## config.mk

```make
export PLATFORM = sky130hd
export DESIGN_NAME = instruction_encoder_loader
export DESIGN_NICKNAME = d
export VERILOG_FILES = /design/src/rtl/instruction_encoder_loader.sv
export SDC_FILE = /design/constraint.sdc
export NUM_CORES = 1
export LEC_CHECK = 0
export CORE_MARGIN = 4
export CORE_UTILIZATION = 40
export CTS_BUF_LIST = sky130_fd_sc_hd__clkbuf_16
export DETAILED_ROUTE_END_ITERATION = 10
export PLACE_DENSITY_LB_ADDON = 0.08
export SLEW_MARGIN = 25
export SYNTH_ARGS = -nofsm -noshare
export SYNTH_HDL_FRONTEND = slang
export SYNTH_SLANG_ARGS = --single-unit
```

## constraint.sdc

```tcl
create_clock -name clk -period 1.8 [get_ports clk]
set_input_delay 0.18 -clock clk [delete_from_list [all_inputs] [get_ports clk]]
set_output_delay 0.18 -clock clk [all_outputs]
set_load 0.01 [all_outputs]
```

## src/rtl/instruction_encoder_loader.sv

```systemverilog
// Encodes symbolic RV32IM requests into instruction words and
// streams them into instruction memory through a backpressured port.
module instruction_encoder_loader #(
    parameter int ADDR_WIDTH = 10,
    parameter int DEPTH      = 1024,
    parameter int BASE_ADDR  = 0
) (
    input  logic                  clk,
    input  logic                  reset,
    input  logic                  clear,
    input  logic                  inValid,
    output logic                  inReady,
    input  logic [5:0]            opSel,
    input  logic [4:0]            rd,
    input  logic [4:0]            rs1,
    input  logic [4:0]            rs2,
    input  logic [31:0]           imm,
    output logic                  memValid,
    input  logic                  memReady,
    output logic [ADDR_WIDTH-1:0] memWrAddr,
    output logic [31:0]           memWrData,
    output logic [ADDR_WIDTH:0]   wordCount,
    output logic                  full,
    output logic                  error
);

    localparam logic [6:0] OPC_OP     = 7'h33;
    localparam logic [6:0] OPC_OP_IMM = 7'h13;
    localparam logic [6:0] OPC_JAL    = 7'h6f;
    localparam logic [6:0] OPC_JALR   = 7'h67;
    localparam logic [6:0] OPC_BRANCH = 7'h63;
    localparam logic [6:0] OPC_LOAD   = 7'h03;
    localparam logic [6:0] OPC_STORE  = 7'h23;
    localparam logic [6:0] OPC_LUI    = 7'h37;
    localparam logic [6:0] OPC_AUIPC  = 7'h17;

    localparam logic [ADDR_WIDTH:0]   DEPTH_W = (ADDR_WIDTH + 1)'(DEPTH);
    localparam logic [ADDR_WIDTH-1:0] BASE_W  = ADDR_WIDTH'(BASE_ADDR);
    localparam logic [ADDR_WIDTH-1:0] ONE_A   = ADDR_WIDTH'(1);
    localparam logic [ADDR_WIDTH:0]   ONE_C   = (ADDR_WIDTH + 1)'(1);

    typedef enum logic [2:0] {
        FMT_R, FMT_I, FMT_S, FMT_B, FMT_J, FMT_U, FMT_X
    } fmt_t;

    fmt_t        fmt;
    logic [6:0]  opcode;
    logic [2:0]  funct3;
    logic [6:0]  funct7;
    logic [31:0] enc;
    logic        legal;
    logic        fits12;
    logic        fits13;
    logic        fits21;
    logic        room;
    logic        accept;
    logic        mem_fire;
    logic [ADDR_WIDTH+1:0] issued;

    // Immediate fits the signed field width of each format
    assign fits12 = (&imm[31:11]) | ~(|imm[31:11]);
    assign fits13 = (&imm[31:12]) | ~(|imm[31:12]);
    assign fits21 = (&imm[31:20]) | ~(|imm[31:20]);

    // Words written plus the one in flight must stay within DEPTH,
    // otherwise a word accepted on the last slot would overrun full
    assign issued = (ADDR_WIDTH + 2)'(wordCount)
                  + (ADDR_WIDTH + 2)'(memValid);
    assign room   = issued < (ADDR_WIDTH + 2)'(DEPTH_W);
    assign full   = (wordCount == DEPTH_W);

    assign inReady  = room && (!memValid || memReady) && !reset && !clear;
    assign accept   = inValid && inReady;
    assign mem_fire = memValid && memReady;

    // Map the operation selector to format, opcode and function fields
    always_comb begin
        fmt    = FMT_X;
        opcode = '0;
        funct3 = '0;
        funct7 = '0;
        case (opSel)
            6'd0:  begin fmt = FMT_R; opcode = OPC_OP; end
            6'd1:  begin fmt = FMT_R; opcode = OPC_OP; funct7 = 7'h20; end
            6'd2:  begin fmt = FMT_R; opcode = OPC_OP; funct7 = 7'h01; end
            6'd3:  begin fmt = FMT_R; opcode = OPC_OP; funct7 = 7'h01; funct3 = 3'd4; end
            6'd4:  begin fmt = FMT_R; opcode = OPC_OP; funct7 = 7'h01; funct3 = 3'd5; end
            6'd5:  begin fmt = FMT_R; opcode = OPC_OP; funct7 = 7'h01; funct3 = 3'd6; end
            6'd6:  begin fmt = FMT_R; opcode = OPC_OP; funct7 = 7'h01; funct3 = 3'd7; end
            6'd7:  begin fmt = FMT_R; opcode = OPC_OP; funct3 = 3'd2; end
            6'd8:  begin fmt = FMT_R; opcode = OPC_OP; funct3 = 3'd3; end
            6'd9:  begin fmt = FMT_I; opcode = OPC_OP_IMM; end
            6'd10: begin fmt = FMT_I; opcode = OPC_OP_IMM; funct3 = 3'd2; end
            6'd11: begin fmt = FMT_I; opcode = OPC_OP_IMM; funct3 = 3'd3; end
            6'd12: begin fmt = FMT_J; opcode = OPC_JAL; end
            6'd13: begin fmt = FMT_I; opcode = OPC_JALR; end
            6'd14: begin fmt = FMT_B; opcode = OPC_BRANCH; end
            6'd15: begin fmt = FMT_B; opcode = OPC_BRANCH; funct3 = 3'd1; end
            6'd16: begin fmt = FMT_B; opcode = OPC_BRANCH; funct3 = 3'd4; end
            6'd17: begin fmt = FMT_B; opcode = OPC_BRANCH; funct3 = 3'd5; end
            6'd18: begin fmt = FMT_B; opcode = OPC_BRANCH; funct3 = 3'd6; end
            6'd19: begin fmt = FMT_B; opcode = OPC_BRANCH; funct3 = 3'd7; end
            6'd20: begin fmt = FMT_I; opcode = OPC_LOAD; end
            6'd21: begin fmt = FMT_I; opcode = OPC_LOAD; funct3 = 3'd1; end
            6'd22: begin fmt = FMT_I; opcode = OPC_LOAD; funct3 = 3'd2; end
            6'd23: begin fmt = FMT_I; opcode = OPC_LOAD; funct3 = 3'd4; end
            6'd24: begin fmt = FMT_I; opcode = OPC_LOAD; funct3 = 3'd5; end
            6'd25: begin fmt = FMT_S; opcode = OPC_STORE; end
            6'd26: begin fmt = FMT_S; opcode = OPC_STORE; funct3 = 3'd1; end
            6'd27: begin fmt = FMT_S; opcode = OPC_STORE; funct3 = 3'd2; end
            6'd28: begin fmt = FMT_U; opcode = OPC_LUI; end
            6'd29: begin fmt = FMT_U; opcode = OPC_AUIPC; end
            default: fmt = FMT_X;
        endcase
    end

    // Assemble the instruction word and judge immediate legality
    always_comb begin
        enc   = '0;
        legal = 1'b0;
        unique case (fmt)
            FMT_R: begin
                enc   = {funct7, rs2, rs1, funct3, rd, opcode};
                legal = 1'b1;
            end
            FMT_I: begin
                enc   = {imm[11:0], rs1, funct3, rd, opcode};
                legal = fits12;
            end
            FMT_S: begin
                enc   = {imm[11:5], rs2, rs1, funct3, imm[4:0], opcode};
                legal = fits12;
            end
            FMT_B: begin
                enc   = {imm[12], imm[10:5], rs2, rs1, funct3,
                         imm[4:1], imm[11], opcode};
                legal = fits13 && !imm[0];
            end
            FMT_J: begin
                enc   = {imm[20], imm[10:1], imm[11], imm[19:12], rd, opcode};
                legal = fits21 && !imm[0];
            end
            FMT_U: begin
                enc   = {imm[31:12], rd, opcode};
                legal = (imm[11:0] == 12'd0);
            end
            FMT_X: begin
                enc   = '0;
                legal = 1'b0;
            end
        endcase
    end

    // Output word register, write address, word counter and sticky error
    always_ff @(posedge clk) begin
        if (reset || clear) begin
            memValid  <= 1'b0;
            memWrAddr <= BASE_W;
            memWrData <= '0;
            wordCount <= '0;
            error     <= 1'b0;
        end else begin
            if (mem_fire) begin
                memWrAddr <= memWrAddr + ONE_A;
                wordCount <= wordCount + ONE_C;
            end
            if (accept && legal) begin
                memValid  <= 1'b1;
                memWrData <= enc;
            end else if (mem_fire) begin
                memValid <= 1'b0;
            end
            if (accept && !legal) begin
                error <= 1'b1;
            end
        end
    end

endmodule
```

== Word-level counts from Yosys, hierarchy flattened ==
Index checks and enable logic that the tools add are counted.

* Flip-flop bits (word level): 55

* Bitwise gates (word level): 6
* $lt $le $gt $ge: 1
* Eq/ne operators: 36
* Muxes and demuxes: 8
* Add/subtract/negate cells: 3
* Reductions and logical operators: 42

{| class="wikitable"
|+ Operators with widths
! cell !! number
|-
| 32-bit one-hot mux with 7 select lines || 1
|-
| 6-bit by 5-bit equality test with 1-bit output, second input constant || 14
|-
| 7-bit one-hot mux with 9 select lines || 1
|-
| 6-bit by 4-bit equality test with 1-bit output, second input constant || 8
|-
| 6-bit by 3-bit equality test with 1-bit output, second input constant || 4
|-
| 3-bit one-hot mux with 7 select lines || 1
|-
| 21-bit AND reduction || 1
|-
| 21-bit OR reduction || 1
|-
| 20-bit AND reduction || 1
|-
| 20-bit OR reduction || 1
|-
| 3-bit one-hot mux with 6 select lines || 1
|-
| 9-bit OR reduction || 2
|-
| 3-bit OR reduction || 5
|-
| 11-bit by 1-bit adder with 12-bit output || 1
|-
| 6-bit by 2-bit equality test with 1-bit output, second input constant || 2
|-
| 12-bit zero test || 1
|-
| 12-bit by 11-bit < comparator with 1-bit output, second input constant || 1
|-
| 6-bit one-hot mux with 2 select lines || 1
|-
| 12-bit AND reduction || 1
|-
| 12-bit OR reduction || 1
|-
| 11-bit by 1-bit adder with 11-bit output, second input constant || 1
|-
| 11-bit equality test, second input constant || 1
|-
| 10-bit by 1-bit adder with 10-bit output, second input constant || 1
|-
| 2-bit OR reduction || 5
|-
| other kinds (17) || 39
|}

== Longest topological paths before layout ==
* Depth in word-level cells: 8
* Gate-level depth with buffers: 9
* Mapped depth without buffers: 6

== Worst setup path after synthesis ==
OpenSTA, ideal clock, no wires.

* Path type: input -> register
* Start point: input port opSel[5]
* End point: register memWrData[21]
* Arrival: 1546 ps
* Stages on the path: 8
* Library setup time: 130 ps
* Setup slack: 124 ps
* Path through: buf_2 > or2_4 > nor4_4 > o21ai_2 > a21oi_4 > o31ai_4 > buf_6 > mux2i_1

* Word-level cells in the longest chain between the ends: 7

{| class="wikitable"
|+ Ends and longest elaborated chain
! element !! line !! text
|-
| from (decl) || 13 || <nowiki>input logic [5:0] opSel,</nowiki>
|-
| 6-bit by 5-bit equality test with 1-bit output, or another cell as far along || 82 || <nowiki>case (opSel)</nowiki>
|-
| 9-bit OR reduction (no line), or another cell as far along || - ||
|-
| 3-bit one-hot mux with 6 select lines (*) || 82 ||
|-
| 3-bit by 2-bit equality test with 1-bit output or 3-bit by 1-bit equality test with 1-bit output (tied branches) || 121 || <nowiki>unique case (fmt)</nowiki>
|-
| 2-bit OR reduction (no line) || - ||
|-
| 1-bit one-hot mux with 6 select lines || 121 ||
|-
| 1-bit logical AND || 167 || <nowiki>if (accept && legal) begin</nowiki>
|-
| to (signal assigned) || 169 || <nowiki>memWrData <= enc;</nowiki>
|-
| to (decl) || 21 || <nowiki>output logic [31:0] memWrData,</nowiki>
|}

Every way passes the cells marked *; elsewhere a longest branch is shown, timed or not.
A chain may end at the register's enable or synchronous reset.

== Final worst setup path ==
* Start point: input port imm[11]
* End point: register memWrData[15]

* Word-level cells in the longest chain between the ends: 5

{| class="wikitable"
|+ Ends and longest elaborated chain
! element !! line !! text
|-
| from (decl) || 17 || <nowiki>input logic [31:0] imm,</nowiki>
|-
| 21-bit OR reduction || 61 || <nowiki>assign fits12 = (&imm[31:11]) | ~(|imm[31:11]);</nowiki>
|-
| 1-bit NOT || 61 ||
|-
| 1-bit OR || 61 ||
|-
| 1-bit one-hot mux with 6 select lines (*) || 121 ||
|-
| 1-bit logical AND (*) || 167 ||
|}

Marks and branches as above.

==> summary by stage <==
Floorplan
After floorplanning, the core was divided into 33 placement rows. The core area is 8180 um2. For this design the top-level I/O count stands at 115. The die is 99.6 um tall. The x dimension of the die is 99.6 um.

The starting density of the core is 41.1%. The area of the die is 9920 um2.

Synth
The number of warnings issued by yosys is 0. The synthesized design spends more area on one cell type than any other, namely sky130_fd_sc_hd__dfxtp_1. By area the synthesized netlist is led by sky130_fd_sc_hd__dfxtp_1, sky130_fd_sc_hd__mux2i_1, sky130_fd_sc_hd__nand2_1. The library cell with the highest instance count after synthesis is sky130_fd_sc_hd__nand2_1. In this run the cell area of the synthesized design comes to 3360 um2. The average instance area after synthesis is 8.15 um2. Summed over its instances, the top area cell type makes up 32.2% of the synthesized netlist area. The total nets after synthesis is 473. By count the netlist is led by sky130_fd_sc_hd__nand2_1, sky130_fd_sc_hd__dfxtp_1, sky130_fd_sc_hd__nor2_1.

The number of enable-type register cells in the synthesized netlist is 0. For this run, the leading register cell type out of synthesis is sky130_fd_sc_hd__dfxtp_1. Counting flops and latches in the post-synthesis netlist gives 54. The unique cell type count in the Yosys netlist is 60. In the synthesized netlist the async set-or-reset flop fraction comes to 0%. Synthesis produced a netlist whose cell count is 412.

Summing the sequential cell areas from Yosys gives 32.2% of the chip area.

Clock network
The root buffer cell chosen for the clock tree is sky130_fd_sc_hd__clkbuf_16. The total clock sinks is 54. TritonCTS built the clock tree. The longest clock path from root to sink contains 2 buffers. Clock tree synthesis inserted a total of 5 buffers. The number of buffers inserted by hold repair at cts is 0.

The clock tree synthesis step divided the H-tree into 2 levels. The CTS clock-pin slew for the worst setup and hold paths is 0.07 ns. Clock latency on the worst-skew pair, taken at its later pin, is 0.29 ns.

Routing
The count of TritonRoute iterations in the first routing pass is 5. The total number of vias is 3676. The final wirelength is 11200 um. In the final routed layout, each cell accounts on average for 16.2 um. After the first detailed-routing iteration, the DRC count stood at 157. Once detail routing completed, the nets flagged for antenna violations numbered 0. After detailed routing, the number of vias per cell comes to 5.32.

The count of unresolved DRC violations after routing is 0.

STA
For this run, the top clock speed supported by timing is 0.568 GHz. The final-report setup violation count is 0. On the final layout, the worst hold slack is 0.383 ns. For the pin with the worst max-slew slack, the measured transition is 0.473 ns. Headroom to the max-slew limit came out at 68.5%.

The count of pins over their slew limit was 0. The count of final hold-check violations is 0. Counting I/O delays and the setup requirement, the final critical path takes 1.76 ns.

For the final database, setup skew stands at 0.00464 ns. The share of the clock period used by the worst path after layout is 97.8%. Across all setup checks in the final design, the least slack found is 0.0392 ns.

Critical path
Of all nets on the critical path, the largest fanout is 5. The worst setup path is launched from an input port. At the worst endpoint, the required time is 2.02 ns. In this run the worst setup path begins at imm[11]. In this run the critical register-to-register path is launched from wordCount[8]$_SDFFE_PP0P_. The internal reg-to-reg setup slack is 0.08 ns. At the worst endpoint, the arrival time is 1.98 ns. The critical path capture point type is a flip-flop.

By startpoint and endpoint, the worst setup path is classified as in -> reg.

Cells and area
The antenna cell count is 0. The layout net count is 646. Relative to the synthesized area, the layout overhead comes to 60.3%. The fraction of final layout cells sized beyond drive strength 1 is 21.8%.

Power
Total power for the finished layout comes to 2.72 mW. Dividing total power by cell area gives a power density of 506 nW/um2. The leakage component of the power is 2.21 nW. The maximum ir drop on the vdd rail is 0.346 mV.

Worst hold path
The worst hold path begins at opSel[4]. The worst hold path belongs to the class in -> reg.

Global routing
The number of global-route vias before repair came to 3630. Global routing consumed, over all layers together, 21.7% of the routing resources. The first-pass GRT wire length is 17500 um. The total overflow reported by the global router is 0. The initial antenna violation count was 0.

The pin count of the biggest net entering global routing is 50.

Placement
The setup slack at placement is -0.508 ns. The placed wire-length estimate after detailed placement is 8530 um. The routability congestion estimate is 0.897. The quantity of I/O buffers inserted on ports is 114.

Status
The run finished with clean final reports.

Run
The max-cap violation count is 0.
## path summary, 6_finish.rpt
check | to | cells past startpoint
hold reg to reg | memWrData[1]$_SDFFE_PP0P_ | 2
hold / removal | memWrData[4]$_SDFFE_PP0P_ | 4
setup / recovery | memWrData[15]$_SDFFE_PP0P_ | 8
setup reg to reg | memWrData[15]$_SDFFE_PP0P_ | 8
## cell usage in the layout, fill, tap and decap left out, types with 5 or more instances in the layout
| cell | count |
|---|---|
| sky130_fd_sc_hd__nand2_1 | 66 |
| sky130_fd_sc_hd__dfxtp_1 | 49 |
| sky130_fd_sc_hd__and3_1 | 5 |
| sky130_fd_sc_hd__a22oi_1 | 5 |
| sky130_fd_sc_hd__nand4_1 | 11 |
| sky130_fd_sc_hd__dlygate4sd2_1 | 17 |
| sky130_fd_sc_hd__nor3_1 | 5 |
| sky130_fd_sc_hd__clkdlybuf4s50_1 | 86 |
| sky130_fd_sc_hd__buf_4 | 72 |
| sky130_fd_sc_hd__inv_1 | 8 |
| sky130_fd_sc_hd__a21oi_1 | 13 |
| sky130_fd_sc_hd__xor2_1 | 15 |
| sky130_fd_sc_hd__buf_6 | 5 |
| sky130_fd_sc_hd__nand3_1 | 10 |
| sky130_fd_sc_hd__nor2_1 | 33 |
| sky130_fd_sc_hd__clkbuf_16 | 7 |
| sky130_fd_sc_hd__mux2i_1 | 32 |
| sky130_fd_sc_hd__a22o_1 | 11 |
| sky130_fd_sc_hd__nand2b_1 | 8 |
| sky130_fd_sc_hd__nor4_1 | 7 |
| sky130_fd_sc_hd__o21ai_0 | 14 |
| sky130_fd_sc_hd__clkdlybuf4s15_1 | 7 |
| sky130_fd_sc_hd__xnor2_1 | 6 |
## cells by family after synthesis
logic type / Yosys count / share of synthesized area (%)
AO/OA/AOI/OAI: 79 / 18.0
buffers and inverters: 39 / 5.78
adder cells (fa/ha/maj): 3 / 1.12
XOR/XNOR: 21 / 5.48
flip-flops: 54 / 32.2
multiplexers: 33 / 9.88
AND/OR/NAND/NOR: 183 / 27.5
## where the power goes
part           switching [mW]  total [mW]  internal (mW)
sequential            0.00200        1.20           1.19
clock                   0.462       0.983          0.521
combinational           0.257       0.544          0.287
total                   0.721        2.72           2.00
## worst max-delay path, cell delays in order
cell	delay (ns)
sky130_fd_sc_hd__clkdlybuf4s50_1	0.60
sky130_fd_sc_hd__nor4_1	0.09
sky130_fd_sc_hd__nand4_1	0.10
sky130_fd_sc_hd__nand2b_1	0.12
sky130_fd_sc_hd__o31ai_4	0.32
sky130_fd_sc_hd__buf_6	0.19
sky130_fd_sc_hd__clkbuf_16	0.16
sky130_fd_sc_hd__mux2i_1	0.21
## registers in the layout (all words and copies together) (netlist names)
register / cells
memWrAddr: 10
error: 1
wordCount: 11
memValid: 1
memWrData: 31
## layer usage
layer | up-vias | global-route usage (%) | share of wire, %
li1 | 1825 | - | -
met1 | 1704 | 25.6 | 41
met2 | 114 | 38.3 | 50
met3 | 33 | 3.23 | 5.1
met4 | 0 | 10.3 | 4.0
met5 | - | 0 | 0
## timing repair
action                     in CTS  in global routing
setup endpoints to repair      34                 32
resized for setup              46                 25
gates cloned                    2                  3
buffers inserted                3                  3
hold endpoints to repair        0                  0
pin swaps                       5                 11
## final cells by class
| cell class | count | area [um2] |
|---|---|---|
| Multi-Input combinational cell | 319 | 2160 |
| Sequential cell | 54 | 1090 |
| Clock buffer | 5 | 125 |
| Timing Repair Buffer | 196 | 1820 |
| Clock inverter | 3 | 23.8 |
| Inverter | 9 | 33.8 |
| Tap cell | 105 | 131 |
| Fill cell | 718 | 2790 |
## through the flow
stage                     setup TNS, ns  util [%]  std cells  area, um2
after floorplan                       0         -        412       3360
after global placement           -14.60      61.6        672       5030
after detailed placement         -15.52      61.6        672       5030
after CTS                             0      64.6        685       5280
after global routing           -0.00445      65.8        691       5380
final                                 0      65.8        691       5380
(Power assumes the default switching activity.)
